$ cat src/rtl/camera_pkg.sv
// Shared camera-path definitions: capture FSM states, default frame geometry
// and RGB565 field positions (also used by the display path).
package camera_pkg;

  typedef enum logic [2:0] {
    S_IDLE    = 3'd0,
    S_ARM     = 3'd1,
    S_SYNC    = 3'd2,
    S_CAPTURE = 3'd3,
    S_DONE    = 3'd4
  } cam_state_e;

  localparam int CAM_WIDTH  = 640;
  localparam int CAM_HEIGHT = 480;

  localparam int RGB565_R_MSB = 15;
  localparam int RGB565_R_LSB = 11;
  localparam int RGB565_G_MSB = 10;
  localparam int RGB565_G_LSB = 5;
  localparam int RGB565_B_MSB = 4;
  localparam int RGB565_B_LSB = 0;

endpackage

$ cat src/rtl/camera_byte_pair.sv
// Pairs camera bytes into 16-bit pixels and flags line ends (href falling edge).
// Phase and href history are held clear whenever capture is disabled.
module camera_byte_pair (
  input  logic        pclk_i,
  input  logic        rst_i,
  input  logic        en_i,
  input  logic        href_i,
  input  logic [7:0]  data_i,
  output logic        pix_valid_o,
  output logic [15:0] pix_data_o,
  output logic        line_end_o,
  output logic        line_odd_o
);

  logic       phase_q;
  logic [7:0] hi_byte_q;
  logic       href_q;

  // Pixel completes on the second byte; line end on registered-href fall.
  always_comb begin
    pix_valid_o = en_i & href_i & phase_q;
    pix_data_o  = {hi_byte_q, data_i};
    line_end_o  = en_i & href_q & ~href_i;
    line_odd_o  = phase_q;
  end

  // Phase toggles per valid byte; any gap in href drops a dangling odd byte.
  always_ff @(posedge pclk_i) begin
    if (rst_i) begin
      phase_q   <= 1'b0;
      hi_byte_q <= 8'h00;
      href_q    <= 1'b0;
    end else if (!en_i) begin
      phase_q   <= 1'b0;
      hi_byte_q <= hi_byte_q;
      href_q    <= 1'b0;
    end else begin
      href_q <= href_i;
      if (href_i) begin
        phase_q <= ~phase_q;
        if (!phase_q) begin
          hi_byte_q <= data_i;
        end else begin
          hi_byte_q <= hi_byte_q;
        end
      end else begin
        phase_q   <= 1'b0;
        hi_byte_q <= hi_byte_q;
      end
    end
  end

endmodule

$ cat src/rtl/camera_capture_ctrl.sv
// Camera capture sequencer: arms on start, captures whole frames only, writes
// RGB565 pixels linearly into the frame buffer and reports geometry errors.
module camera_capture_ctrl
  import camera_pkg::*;
#(
  parameter int WIDTH      = CAM_WIDTH,
  parameter int HEIGHT     = CAM_HEIGHT,
  parameter int ADDR_W     = 19,
  parameter int CONTINUOUS = 0
) (
  input  logic              pclk,
  input  logic              rst,
  input  logic              start,
  input  logic              vsync,
  input  logic              href,
  input  logic [7:0]        data,
  output logic              wr_en,
  output logic [ADDR_W-1:0] wr_addr,
  output logic [15:0]       wr_data,
  output logic              busy,
  output logic              frame_done,
  output logic              line_err,
  output logic              frame_err
);

  localparam int XW = $clog2(WIDTH + 1);
  localparam int LW = $clog2(HEIGHT + 1);
  localparam logic [ADDR_W:0] ADDR_LIMIT = (ADDR_W + 1)'(WIDTH * HEIGHT);

  cam_state_e        state_q, state_d;
  logic [XW-1:0]     x_cnt_q, x_cnt_d;
  logic              x_over_q, x_over_d;
  logic [LW-1:0]     line_cnt_q, line_cnt_d;
  logic [ADDR_W-1:0] addr_cnt_q, addr_cnt_d;
  logic              wr_en_q, wr_en_d;
  logic [ADDR_W-1:0] wr_addr_q, wr_addr_d;
  logic [15:0]       wr_data_q, wr_data_d;
  logic              busy_q, busy_d;
  logic              frame_done_q, frame_done_d;
  logic              line_err_q, line_err_d;
  logic              frame_err_q, frame_err_d;

  logic              capture_s;
  logic              pix_valid_s;
  logic [15:0]       pix_data_s;
  logic              line_end_s;
  logic              line_odd_s;
  logic              addr_full_s;

  assign capture_s   = (state_q == S_CAPTURE);
  assign addr_full_s = ({1'b0, addr_cnt_q} == ADDR_LIMIT);

  camera_byte_pair u_byte_pair (
    .pclk_i      (pclk),
    .rst_i       (rst),
    .en_i        (capture_s),
    .href_i      (href),
    .data_i      (data),
    .pix_valid_o (pix_valid_s),
    .pix_data_o  (pix_data_s),
    .line_end_o  (line_end_s),
    .line_odd_o  (line_odd_s)
  );

  // Frame sequencing; DONE always lasts exactly one cycle.
  always_comb begin
    state_d = state_q;
    case (state_q)
      S_IDLE:    if (start)  state_d = S_ARM;     else state_d = S_IDLE;
      S_ARM:     if (vsync)  state_d = S_SYNC;    else state_d = S_ARM;
      S_SYNC:    if (!vsync) state_d = S_CAPTURE; else state_d = S_SYNC;
      S_CAPTURE: if (vsync)  state_d = S_DONE;    else state_d = S_CAPTURE;
      S_DONE:    if (CONTINUOUS != 0) state_d = S_SYNC; else state_d = S_IDLE;
      default:   state_d = S_IDLE;
    endcase
  end

  // Counters, write port and error flags.
  always_comb begin
    x_cnt_d      = x_cnt_q;
    x_over_d     = x_over_q;
    line_cnt_d   = line_cnt_q;
    addr_cnt_d   = addr_cnt_q;
    wr_en_d      = 1'b0;
    wr_addr_d    = wr_addr_q;
    wr_data_d    = wr_data_q;
    line_err_d   = line_err_q;
    frame_err_d  = frame_err_q;
    busy_d       = (state_d != S_IDLE);
    frame_done_d = (state_d == S_DONE);

    if ((state_q == S_IDLE) && start) begin
      line_err_d  = 1'b0;
      frame_err_d = 1'b0;
    end else begin
      line_err_d  = line_err_q;
    end

    if ((state_q == S_SYNC) && !vsync) begin
      x_cnt_d    = '0;
      x_over_d   = 1'b0;
      line_cnt_d = '0;
      addr_cnt_d = '0;
    end else begin
      x_cnt_d    = x_cnt_q;
    end

    if (pix_valid_s) begin
      // Past the end of the buffer the pixel is dropped and the address holds.
      if (addr_full_s) begin
        frame_err_d = 1'b1;
      end else begin
        wr_en_d    = 1'b1;
        wr_addr_d  = addr_cnt_q;
        wr_data_d  = pix_data_s;
        addr_cnt_d = addr_cnt_q + ADDR_W'(1);
      end
      if (x_cnt_q == XW'(WIDTH)) begin
        x_over_d = 1'b1;
      end else begin
        x_cnt_d = x_cnt_q + XW'(1);
      end
    end else begin
      wr_en_d = 1'b0;
    end

    if (line_end_s) begin
      if ((x_cnt_q != XW'(WIDTH)) || x_over_q || line_odd_s) begin
        line_err_d = 1'b1;
      end else begin
        line_err_d = line_err_q;
      end
      x_cnt_d  = '0;
      x_over_d = 1'b0;
      if (line_cnt_q != {LW{1'b1}}) begin
        line_cnt_d = line_cnt_q + LW'(1);
      end else begin
        line_cnt_d = line_cnt_q;
      end
    end else begin
      x_over_d = x_over_d;
    end

    if ((state_q == S_DONE) && (line_cnt_q != LW'(HEIGHT))) begin
      frame_err_d = 1'b1;
    end else begin
      frame_err_d = frame_err_d;
    end
  end

  // State and output registers.
  always_ff @(posedge pclk) begin
    if (rst) begin
      state_q      <= S_IDLE;
      x_cnt_q      <= '0;
      x_over_q     <= 1'b0;
      line_cnt_q   <= '0;
      addr_cnt_q   <= '0;
      wr_en_q      <= 1'b0;
      wr_addr_q    <= '0;
      wr_data_q    <= 16'h0000;
      busy_q       <= 1'b0;
      frame_done_q <= 1'b0;
      line_err_q   <= 1'b0;
      frame_err_q  <= 1'b0;
    end else begin
      state_q      <= state_d;
      x_cnt_q      <= x_cnt_d;
      x_over_q     <= x_over_d;
      line_cnt_q   <= line_cnt_d;
      addr_cnt_q   <= addr_cnt_d;
      wr_en_q      <= wr_en_d;
      wr_addr_q    <= wr_addr_d;
      wr_data_q    <= wr_data_d;
      busy_q       <= busy_d;
      frame_done_q <= frame_done_d;
      line_err_q   <= line_err_d;
      frame_err_q  <= frame_err_d;
    end
  end

  assign wr_en      = wr_en_q;
  assign wr_addr    = wr_addr_q;
  assign wr_data    = wr_data_q;
  assign busy       = busy_q;
  assign frame_done = frame_done_q;
  assign line_err   = line_err_q;
  assign frame_err  = frame_err_q;

endmodule

$ cat config.mk
export PLATFORM = sky130hd
export DESIGN_NAME = camera_capture_ctrl
export DESIGN_NICKNAME = d
export VERILOG_FILES = /design/src/rtl/camera_pkg.sv /design/src/rtl/camera_byte_pair.sv /design/src/rtl/camera_capture_ctrl.sv
export SDC_FILE = /design/constraint.sdc
export NUM_CORES = 1
export LEC_CHECK = 0
export CAP_MARGIN = 20
export CORE_MARGIN = 2
export CORE_UTILIZATION = 50
export CTS_CLUSTER_SIZE = 14
export DETAILED_ROUTE_END_ITERATION = 7
export MAX_ROUTING_LAYER = met4
export PLACE_DENSITY_LB_ADDON = 0.12
export REMOVE_ABC_BUFFERS = 1
export SLEW_MARGIN = 5
export SYNTH_ARGS = -nofsm -noshare
export SYNTH_HDL_FRONTEND = slang
export SYNTH_SLANG_ARGS = --single-unit
$ cat constraint.sdc
create_clock -name pclk -period 3.4 [get_ports pclk]
set_input_delay 0.68 -clock pclk [delete_from_list [all_inputs] [get_ports pclk]]
set_output_delay 0.68 -clock pclk [all_outputs]
set_load 0.01 [all_outputs]
==> reports/qor.yml, run 1 <==
antenna_found_initial: 0
clk_latency_ps: 370
endpoint_kind: "flip-flop"
synth.distinct_cells: 50
p_total_w: 0.00193
cts_tree: "yes"
async_reset_ff_share_pct: 0
vdd_ir_drop_max_v: 0.000182
path_max_fanout: 19
synth_top_area_cell: "dfxtp_1"
synth_flop_cell: "dfxtp_1"
worstMarginPinSlew_ps: 647
hold_violations: 0
grt_usage_pct: 20.4
status: "complete, no violations"
final_common_cell: "dfxtp_1"
worstHoldPathType: "reg2reg"
via_count: 3576
pin_count: 53
dpl.hpwl_um: 6390
finalCritPeriodShare_pct: 70.4
fin_util_pct: 60.1
cts_buffers: 9
finalSetupViolCount: 0
portBuffers: 52
finalNonFillerCells: 643
antenna_left: 0
start_util_pct: 51.1
holdBufCountCts: 0
core-area_um2: 8640
maxSlewHeadroom_pct: 56.5
yosysWarnings: 0
dieArea_um2: 9590
ys_ff_latch: 92
place_inst: 627
drive_gt1_share_pct: 7.29
nNetsFinal: 550
drt_wl_total_um: 9400
final_cell_mix: "dfxtp_1, nand2b_1, clkdlybuf4s50_1, mux2i_1, nand2_1"
overflow: 0
drt_iter0_markers: 149
syn_inst: 489
place_area_um2: 4990
syn_area_um2: 4410
fin_worst_skew_ps: 10.8
grt_max_degree: 47
antenna_cells: 0
start_kind: "primary input"
fin_area_um2: 5190
path_clk_slew_ps: 90
path_class: "in2reg"
vias_per_cell: 5.56
grt_pass1_wl_um: 15800
fp-row-count: 34
rsz0062_at_grt: "no"
first_pass_iters: 4
yosysSeqAreaShare_pct: 41.7
crit_required_ps: 3660
worst-endpoint-arrival_ps: 2650
leakage_nw: 1.83
cts_sinks: 92
grt_pass1_vias: 3393
max_cap_viol_count: 0
synth_edf_count: 0
whs_ps: 457
cts_htree_levels: 3
powerDensity_nw_per_um2: 372
fmax_mhz: 418
netlist.area_leader.share_pct: 41.7
die_x_um: 97.9
die_height_um: 97.9
postSynthAreaPerCell_um2: 9.02
reg2reg_slack_ps: 1130
place_congestion: 0.844
slew_violations: 0
synth.area.top_cells: "dfxtp_1, nand2b_1, mux2i_1"
post_cts_resized: 0
avgRoutedWirePerCell_um: 14.6
fin_crit_ps: 2390
cts_buffer_depth: 2
cts_setup_buffers: 0
drc: 0
cts_root_buf: "clkbuf_8"
area_growth_syn_to_layout_pct: 17.6
==> metrics by stage <==
stage | setup WS [ps] | TNS [ps]
2_1_floorplan | -252 | -7300
3_3_place_gp | 680 | 0
3_5_place_dp | 632 | 0
4_1_cts | 1020 | 0
5_1_grt | 903 | 0
6_report | 1010 | 0
==> layer usage <==
metal / GRT usage (%) / routed length [um]
met4: 6.41 / 128
met1: 27.3 / 4620
met2: 31.3 / 4250
met3: 4.08 / 402
met5: - / 0
==> layout make-up <==
cell class / count / area, um^2
Tap cell: 108 / 135
Clock buffer: 10 / 128
Clock inverter: 6 / 71.3
Sequential cell: 92 / 1840
Timing Repair Buffer: 60 / 576
Multi-Input combinational cell: 359 / 2410
Inverter: 8 / 30.0
Fill cell: 797 / 3450
==> sequential cells by signal, indices dropped and copies added, names as in the netlist, 3 cells and up <==
| register | count |
|---|---|
| addr_cnt_q | 19 |
| wr_data | 16 |
| state_q | 3 |
| u_byte_pair.hi_byte_q | 8 |
| x_cnt_q | 10 |
| wr_addr | 19 |
| line_cnt_q | 9 |
==> cell usage after synthesis (4+ instances only) <==
| library cell | number |
|---|---|
| dfxtp_1 | 92 |
| nand2b_1 | 73 |
| mux2i_1 | 39 |
| nand2_1 | 35 |
| a21oi_1 | 27 |
| nor2_1 | 25 |
| nand3_1 | 20 |
| clkbuf_1 | 16 |
| nand4_1 | 13 |
| nor3_1 | 12 |
| o21ai_0 | 12 |
| o211ai_1 | 9 |
| or3_1 | 9 |
| and3_1 | 8 |
| buf_2 | 8 |
| inv_1 | 8 |
| ha_1 | 7 |
| mux2_2 | 7 |
| and4_1 | 6 |
| o31ai_1 | 6 |
| or4_1 | 6 |
| xor2_1 | 5 |
| a31oi_1 | 4 |
| buf_4 | 4 |
==> kinds of logic after synthesis <==
group           count (synthesis)  share of synthesized area [%]
compound gates                 71                           10.1
xor+xnor                        5                          0.992
fa+ha+maj                       7                           1.98
buf+inv                        38                           3.97
flops                          92                           41.7
mux                            46                           10.6
simple gates                  230                           30.6
==> path summary, 6_finish.rpt <==
kind / end / cells after the start / startpoint
min: x_over_q$_SDFF_PP0_ / 2 / x_over_q$_SDFF_PP0_
min reg2reg: x_over_q$_SDFF_PP0_ / 2 / x_over_q$_SDFF_PP0_
max reg2reg: line_cnt_q[6]$_SDFFE_PP0P_ / 8 / line_cnt_q[0]$_SDFFE_PP0P_
max: addr_cnt_q[9]$_SDFF_PP0_ / 5 / vsync
==> worst max-delay path, cell delays in order <==
cell and delay, ps:
clkdlybuf4s50_1 490, or4b_2 900, nand2b_1 340, or4_1 170
nand2_1 50
==> power breakdown <==
group          internal (W)  switching (W)  total [W]
clock network      0.000347       0.000405   0.000751
registers           0.00108     0.00000981    0.00109
logic             0.0000424      0.0000449  0.0000872
(Power assumes the default switching activity.)
==> run 2: changes to the inputs <==
clock period = 2.5 ns   (was 3.4 ns; I/O delays follow)
==> run 2 against run 1 <==
  * Non-clock buffer count up 12
  * Flip-flop and latch count unchanged
  * Worst hold slack better by 6.6 ps
  * Via count up 1.0%
  * Largest cell class unchanged
  * Highest routed layer unchanged
  * Critical endpoint is now line_cnt_q[6]$_SDFFE_PP0P_
==> reports/qor.yml, run 2 (same netlist as run 1, synthesis figures left out) <==
core-area_um2: 8640  # unchanged
portBuffers: 52  # unchanged
start_util_pct: 51.1  # unchanged
antenna_cells: 0  # unchanged
post_cts_resized: 0  # unchanged
nNetsFinal: 562  # was 550
path_clk_slew_ps: 100  # was 90 ps
vdd_ir_drop_max_v: 0.000289  # was 0.000182 V
grt_max_degree: 31  # was 47
fillerInstances: 769  # was 797
status: "complete, no violations"  # unchanged
finalCritPeriodShare_pct: 90.6
cts_tree: "yes"  # unchanged
clock_power_share_pct: 37.8  # was 38.9%
fin_util_pct: 61.2  # was 60.1%
intPower_w: 0.00194  # was 0.00147 W
cts_buffers: 9  # unchanged
worst-endpoint-arrival_ps: 2560  # was 2650 ps
place_area_um2: 5090  # was 4990 um^2
grt_usage_pct: 21.3  # was 20.4%
final_cell_mix: "dfxtp_1, nand2b_1, clkdlybuf4s50_1, mux2i_1, nand2_1"  # unchanged
cts_sinks: 92  # unchanged
seqPwrFrac_pct: 57.3  # was 56.5%
path_class: "reg2reg"  # was in2reg
drive_gt1_share_pct: 9.51  # was 7.29%
drc: 0  # unchanged
switching_share_pct: 25.0  # was 23.8%
maxSlewHeadroom_pct: 57.6  # was 56.5%
vias_per_cell: 5.52  # was 5.56
powerDensity_nw_per_um2: 490  # was 372 nW/um^2
max_cap_viol_count: 0  # unchanged
path_max_fanout: 8  # was 19
place_congestion: 0.880  # was 0.844
cts_buffer_depth: 2  # unchanged
worstMarginPinSlew_ps: 630  # was 647 ps
pwr-share-comb_pct: 5.0  # was 4.5%
place_inst: 639  # was 627
fp-row-count: 34  # unchanged
first_pass_iters: 4  # unchanged
via_count: 3613  # was 3576
finalNonFillerCells: 655  # was 643
area_growth_syn_to_layout_pct: 19.7  # was 17.6%
antenna_found_initial: 0  # unchanged
crit_required_ps: 2800  # was 3660 ps
worstHoldPathType: "reg2reg"  # unchanged
grt_pass1_vias: 3432  # was 3393
rr_worst_depth: 8  # unchanged
rsz0062_at_grt: "no"  # unchanged
finalSetupViolCount: 0  # unchanged
cts_setup_buffers: 0  # unchanged
antenna_left: 0  # unchanged
die_height_um: 97.9  # unchanged
final_common_cell: "dfxtp_1"  # unchanged
multi_input_area_um2: 2410  # unchanged
grt_pass1_wl_um: 16500  # was 15800 um
clk_latency_ps: 370  # about the same
leakage_nw: 1.89  # was 1.83 nW
final-seq-area_um2: 1840  # unchanged
cts_root_buf: "clkbuf_8"  # unchanged
fin_crit_ps: 2270
die_x_um: 97.9  # unchanged
drt_wl_total_um: 9690  # was 9400 um
layout_setup_ws_ps: 235  # was 1010 ps
hold_depth: 2  # unchanged
holdBufCountCts: 0  # unchanged
hold_violations: 0  # unchanged
overflow: 0  # unchanged
dpl.hpwl_um: 6700  # was 6390 um
fmax_mhz: 441
slew_violations: 0  # unchanged
start_kind: "flip-flop"  # was primary input
power.switching_w: 0.000648  # was 0.000459 W
pre_cts_slack_ps: 14.3  # was 632 ps
whs_ps: 464  # was 457 ps
fin_area_um2: 5280  # was 5190 um^2
drt_iter0_markers: 197  # was 149
dieArea_um2: 9590  # unchanged
fin_worst_skew_ps: 15.0  # was 10.8 ps
endpoint_kind: "flip-flop"  # unchanged
avgRoutedWirePerCell_um: 14.8  # was 14.6 um
cts_htree_levels: 3  # unchanged
pin_count: 53  # unchanged
[run 2: final cells by class]
class | instances | area share, %
Tap cell | 108 | 2.56
Multi-Input combinational cell | 359 | 45.6
Sequential cell | 92 | 34.9
Clock buffer | 10 | 2.60
Inverter | 8 | 0.568
Clock inverter | 6 | 1.02
Timing Repair Buffer | 72 | 12.8
[run 2: power groups by stage]
stage / clock [W] / sequential, W / combinational, W
6_report: 0.000979 / 0.00148 / 0.000128
5_1_grt: 0.00106 / 0.00149 / 0.000142
4_1_cts: 0.00100 / 0.00148 / 0.000130
3_5_place_dp: 0 / 0.00152 / 0.000129
3_3_place_gp: 0 / 0.00152 / 0.000128
2_1_floorplan: 0 / 0.00152 / 0.0000535
[run 2: final timing paths]
path	to	from	slack (ps)
worst min register to register	x_over_q$_SDFF_PP0_	x_over_q$_SDFF_PP0_	460
worst min-delay path	x_over_q$_SDFF_PP0_	x_over_q$_SDFF_PP0_	460
worst max-delay path	line_cnt_q[6]$_SDFFE_PP0P_	line_cnt_q[0]$_SDFFE_PP0P_	230
worst max register to register	line_cnt_q[6]$_SDFFE_PP0P_	line_cnt_q[0]$_SDFFE_PP0P_	230
[run 2: critical path: stages (launching register included)]
cell	delay (ps)
dfxtp_1	340
ha_1	230
and3_1	210
nand3_1	120
nor2_1	60
ha_1	210
or3_1	520
or3_1	350
a31oi_1	150
[run 2: metrics by stage]
| stage | setup TNS [ps] | power (W) |
|---|---|---|
| 6_report | 0 | 0.00259 |
| 5_1_grt | 0 | 0.00268 |
| 4_1_cts | 0 | 0.00261 |
| 3_5_place_dp | 0 | 0.00165 |
| 3_3_place_gp | 0 | 0.00165 |
| 2_1_floorplan | -30830 | 0.00157 |
[run 2: per-layer routing]
| layer | wire length [um] | GRT usage [%] | share of wire [%] | vias to the layer above |
|---|---|---|---|---|
| li1 | - | - | - | 1842 |
| met1 | 4730 | 29.6 | 49 | 1672 |
| met2 | 4340 | 32.5 | 45 | 94 |
| met3 | 557 | 2.93 | 5.8 | 5 |
| met4 | 61 | 5.98 | 0.63 | 0 |
| met5 | 0 | - | 0 | - |
==> run 3: changes to the inputs <==
MAX_ROUTING_LAYER = default   (was met4)
==> run 3 against run 2 <==
  * Register-to-register slack got worse by 20 ps
  * Critical endpoint unchanged
  * Flip-flop and latch count did not move
  * Critical path type unchanged
  * Critical path depth did not move
==> reports/qor.yml, run 3 (same netlist as run 1, synthesis figures left out) <==
status: "complete, no violations"  # unchanged
multi_input_area_um2: 2410  # unchanged
drt_iter0_markers: 144  # was 197
rr_startpoint: "line_cnt_q[0]$_SDFFE_PP0P_"  # unchanged
cts_root_buf: "clkbuf_8"  # unchanged
cts_buffers: 9  # unchanged
path_clk_slew_ps: 100  # about the same
holdBufCountCts: 0  # unchanged
fillerInstances: 788  # was 769
dpl.hpwl_um: 6520  # was 6700 um
antenna_cells: 0  # unchanged
start_util_pct: 51.1  # unchanged
antenna_found_initial: 0  # unchanged
finalCritPeriodShare_pct: 91.3  # was 90.6%
grt_pass1_wl_um: 16000  # was 16500 um
path_class: "reg2reg"  # unchanged
fmax_mhz: 438  # was 441 MHz
cts_buffer_depth: 2  # unchanged
max_cap_viol_count: 0  # unchanged
nNetsFinal: 560  # was 562
cts_sinks: 92  # unchanged
rr_worst_depth: 8  # unchanged
first_pass_iters: 4  # unchanged
die_height_um: 97.9  # unchanged
pre_cts_slack_ps: 14.1  # was 14.3 ps
worstHoldPathType: "reg2reg"  # unchanged
grt_max_degree: 57  # was 31
rsz0062_at_grt: "no"  # unchanged
final-seq-area_um2: 1840  # unchanged
crit_path_end: "line_cnt_q[6]$_SDFFE_PP0P_"  # unchanged
layout_setup_ws_ps: 218  # was 235 ps
avgRoutedWirePerCell_um: 14.5  # was 14.8 um
start_kind: "flip-flop"  # unchanged
fin_util_pct: 61.4  # was 61.2%
p_total_w: 0.00256  # was 0.00259 W
whs_ps: 462  # was 464 ps
critPathTopFamily: "simple AND/OR/NAND/NOR gates"  # unchanged
reg2reg_to: "line_cnt_q[6]$_SDFFE_PP0P_"  # unchanged
via_count: 3615  # was 3613
worstMarginPinSlew_ps: 577  # was 630 ps
post_cts_resized: 0  # unchanged
antenna_left: 0  # unchanged
finalSetupViolCount: 0  # unchanged
cp.depth: 8  # unchanged
fin_worst_skew_ps: 16.3  # was 15.0 ps
vdd_ir_drop_max_v: 0.000229  # was 0.000289 V
powerDensity_nw_per_um2: 483  # was 490 nW/um^2
drc: 0  # unchanged
vias_per_cell: 5.54  # was 5.52
drive_gt1_share_pct: 9.17  # was 9.51%
overflow: 0  # unchanged
core-area_um2: 8640  # unchanged
dieArea_um2: 9590  # unchanged
setup_tns_ps: 0  # unchanged
cpMaxStageDelayCell: "or3_1"  # unchanged
area_growth_syn_to_layout_pct: 20.1  # was 19.7%
maxSlewHeadroom_pct: 61.2  # was 57.6%
fin_crit_ps: 2280  # was 2270 ps
cts_htree_levels: 3  # unchanged
grt_usage_pct: 20.2  # was 21.3%
crit_required_ps: 2800  # about the same
slew_violations: 0  # unchanged
startpoint: "line_cnt_q[0]$_SDFFE_PP0P_"  # unchanged
drt_wl_total_um: 9450  # was 9690 um
hold_violations: 0  # unchanged
cts_tree: "yes"  # unchanged
portBuffers: 52  # unchanged
path_cells: "ha_1 -> and3_1 -> nand3_1 -> nor2_1 -> ha_1 -> or3_1 -> or3_1 -> a31oi_1"  # unchanged
path_max_fanout: 8  # unchanged
cts_setup_buffers: 0  # unchanged
grt_pass1_vias: 3355  # was 3432
pin_count: 53  # unchanged
final_common_cell: "dfxtp_1"  # unchanged
final_cell_mix: "dfxtp_1, nand2b_1, clkdlybuf4s50_1, mux2i_1, nand2_1"  # unchanged
cpPeakStageDelay_ps: 520  # about the same
reg2reg_slack_ps: 220  # was 230 ps
fp-row-count: 34  # unchanged
endpoint_kind: "flip-flop"  # unchanged
worst-endpoint-arrival_ps: 2580  # was 2560 ps
place_congestion: 0.818  # was 0.880
die_x_um: 97.9  # unchanged
leakage_nw: 1.89  # about the same
clk_latency_ps: 370  # about the same
crit_buf_inv: 0  # unchanged
-- run 3: cell count changes in the layout (fill, tap and decap cells not counted) --
cell and change:
inv_6 -1, buf_12 +3, clkinvlp_4 +1, buf_4 -5, clkinv_2 +1, inv_8 -1
-- run 3: area by class of cell --
class,instances,area share (%)
Timing Repair Buffer,70,13.2
Multi-Input combinational cell,359,45.4
Tap cell,108,2.55
Clock inverter,6,0.874
Sequential cell,92,34.8
Clock buffer,10,2.60
Inverter,8,0.567
-- run 3: worst min-delay path by stage --
stage | startpoint | endpoint | depth (start not counted)
2_1_floorplan | x_over_q$_SDFF_PP0_ | x_over_q$_SDFF_PP0_ | 2
3_3_place_gp | x_over_q$_SDFF_PP0_ | x_over_q$_SDFF_PP0_ | 2
3_5_place_dp | x_over_q$_SDFF_PP0_ | x_over_q$_SDFF_PP0_ | 2
4_1_cts | x_over_q$_SDFF_PP0_ | x_over_q$_SDFF_PP0_ | 2
5_1_grt | x_over_q$_SDFF_PP0_ | x_over_q$_SDFF_PP0_ | 2
6_report | x_over_q$_SDFF_PP0_ | x_over_q$_SDFF_PP0_ | 2
-- run 3: worst register-to-register path, cell delays in order (launching register included) --
cell     delay [ps]
dfxtp_1         340
ha_1            230
and3_1          220
nand3_1         120
nor2_1           70
ha_1            210
or3_1           520
or3_1           350
a31oi_1         150
-- run 3: metal layers --
layer  GRT usage, %  vias to the layer above  wire, um
li1               -                     1837         -
met1           28.5                     1690      4740
met2           31.2                       77      4180
met3           3.22                       11       390
met4           7.69                        0       144
met5              0                        -         0
-- run 3: metrics by stage --
stage          instances  instance area (um^2)
6_report             653                  5300
3_5_place_dp         637                  5110
3_3_place_gp         637                  5110
4_1_cts              653                  5300
5_1_grt              653                  5300
2_1_floorplan        459                  4270
-- run 3: power breakdown --
part           leakage (nW)  switching (W)  internal (W)  total [W]
Sequential            0.741      0.0000127       0.00147    0.00148
Clock                0.0893       0.000552      0.000396   0.000948
Combinational          1.06      0.0000640     0.0000649   0.000129
Total                  1.89       0.000629       0.00193    0.00256
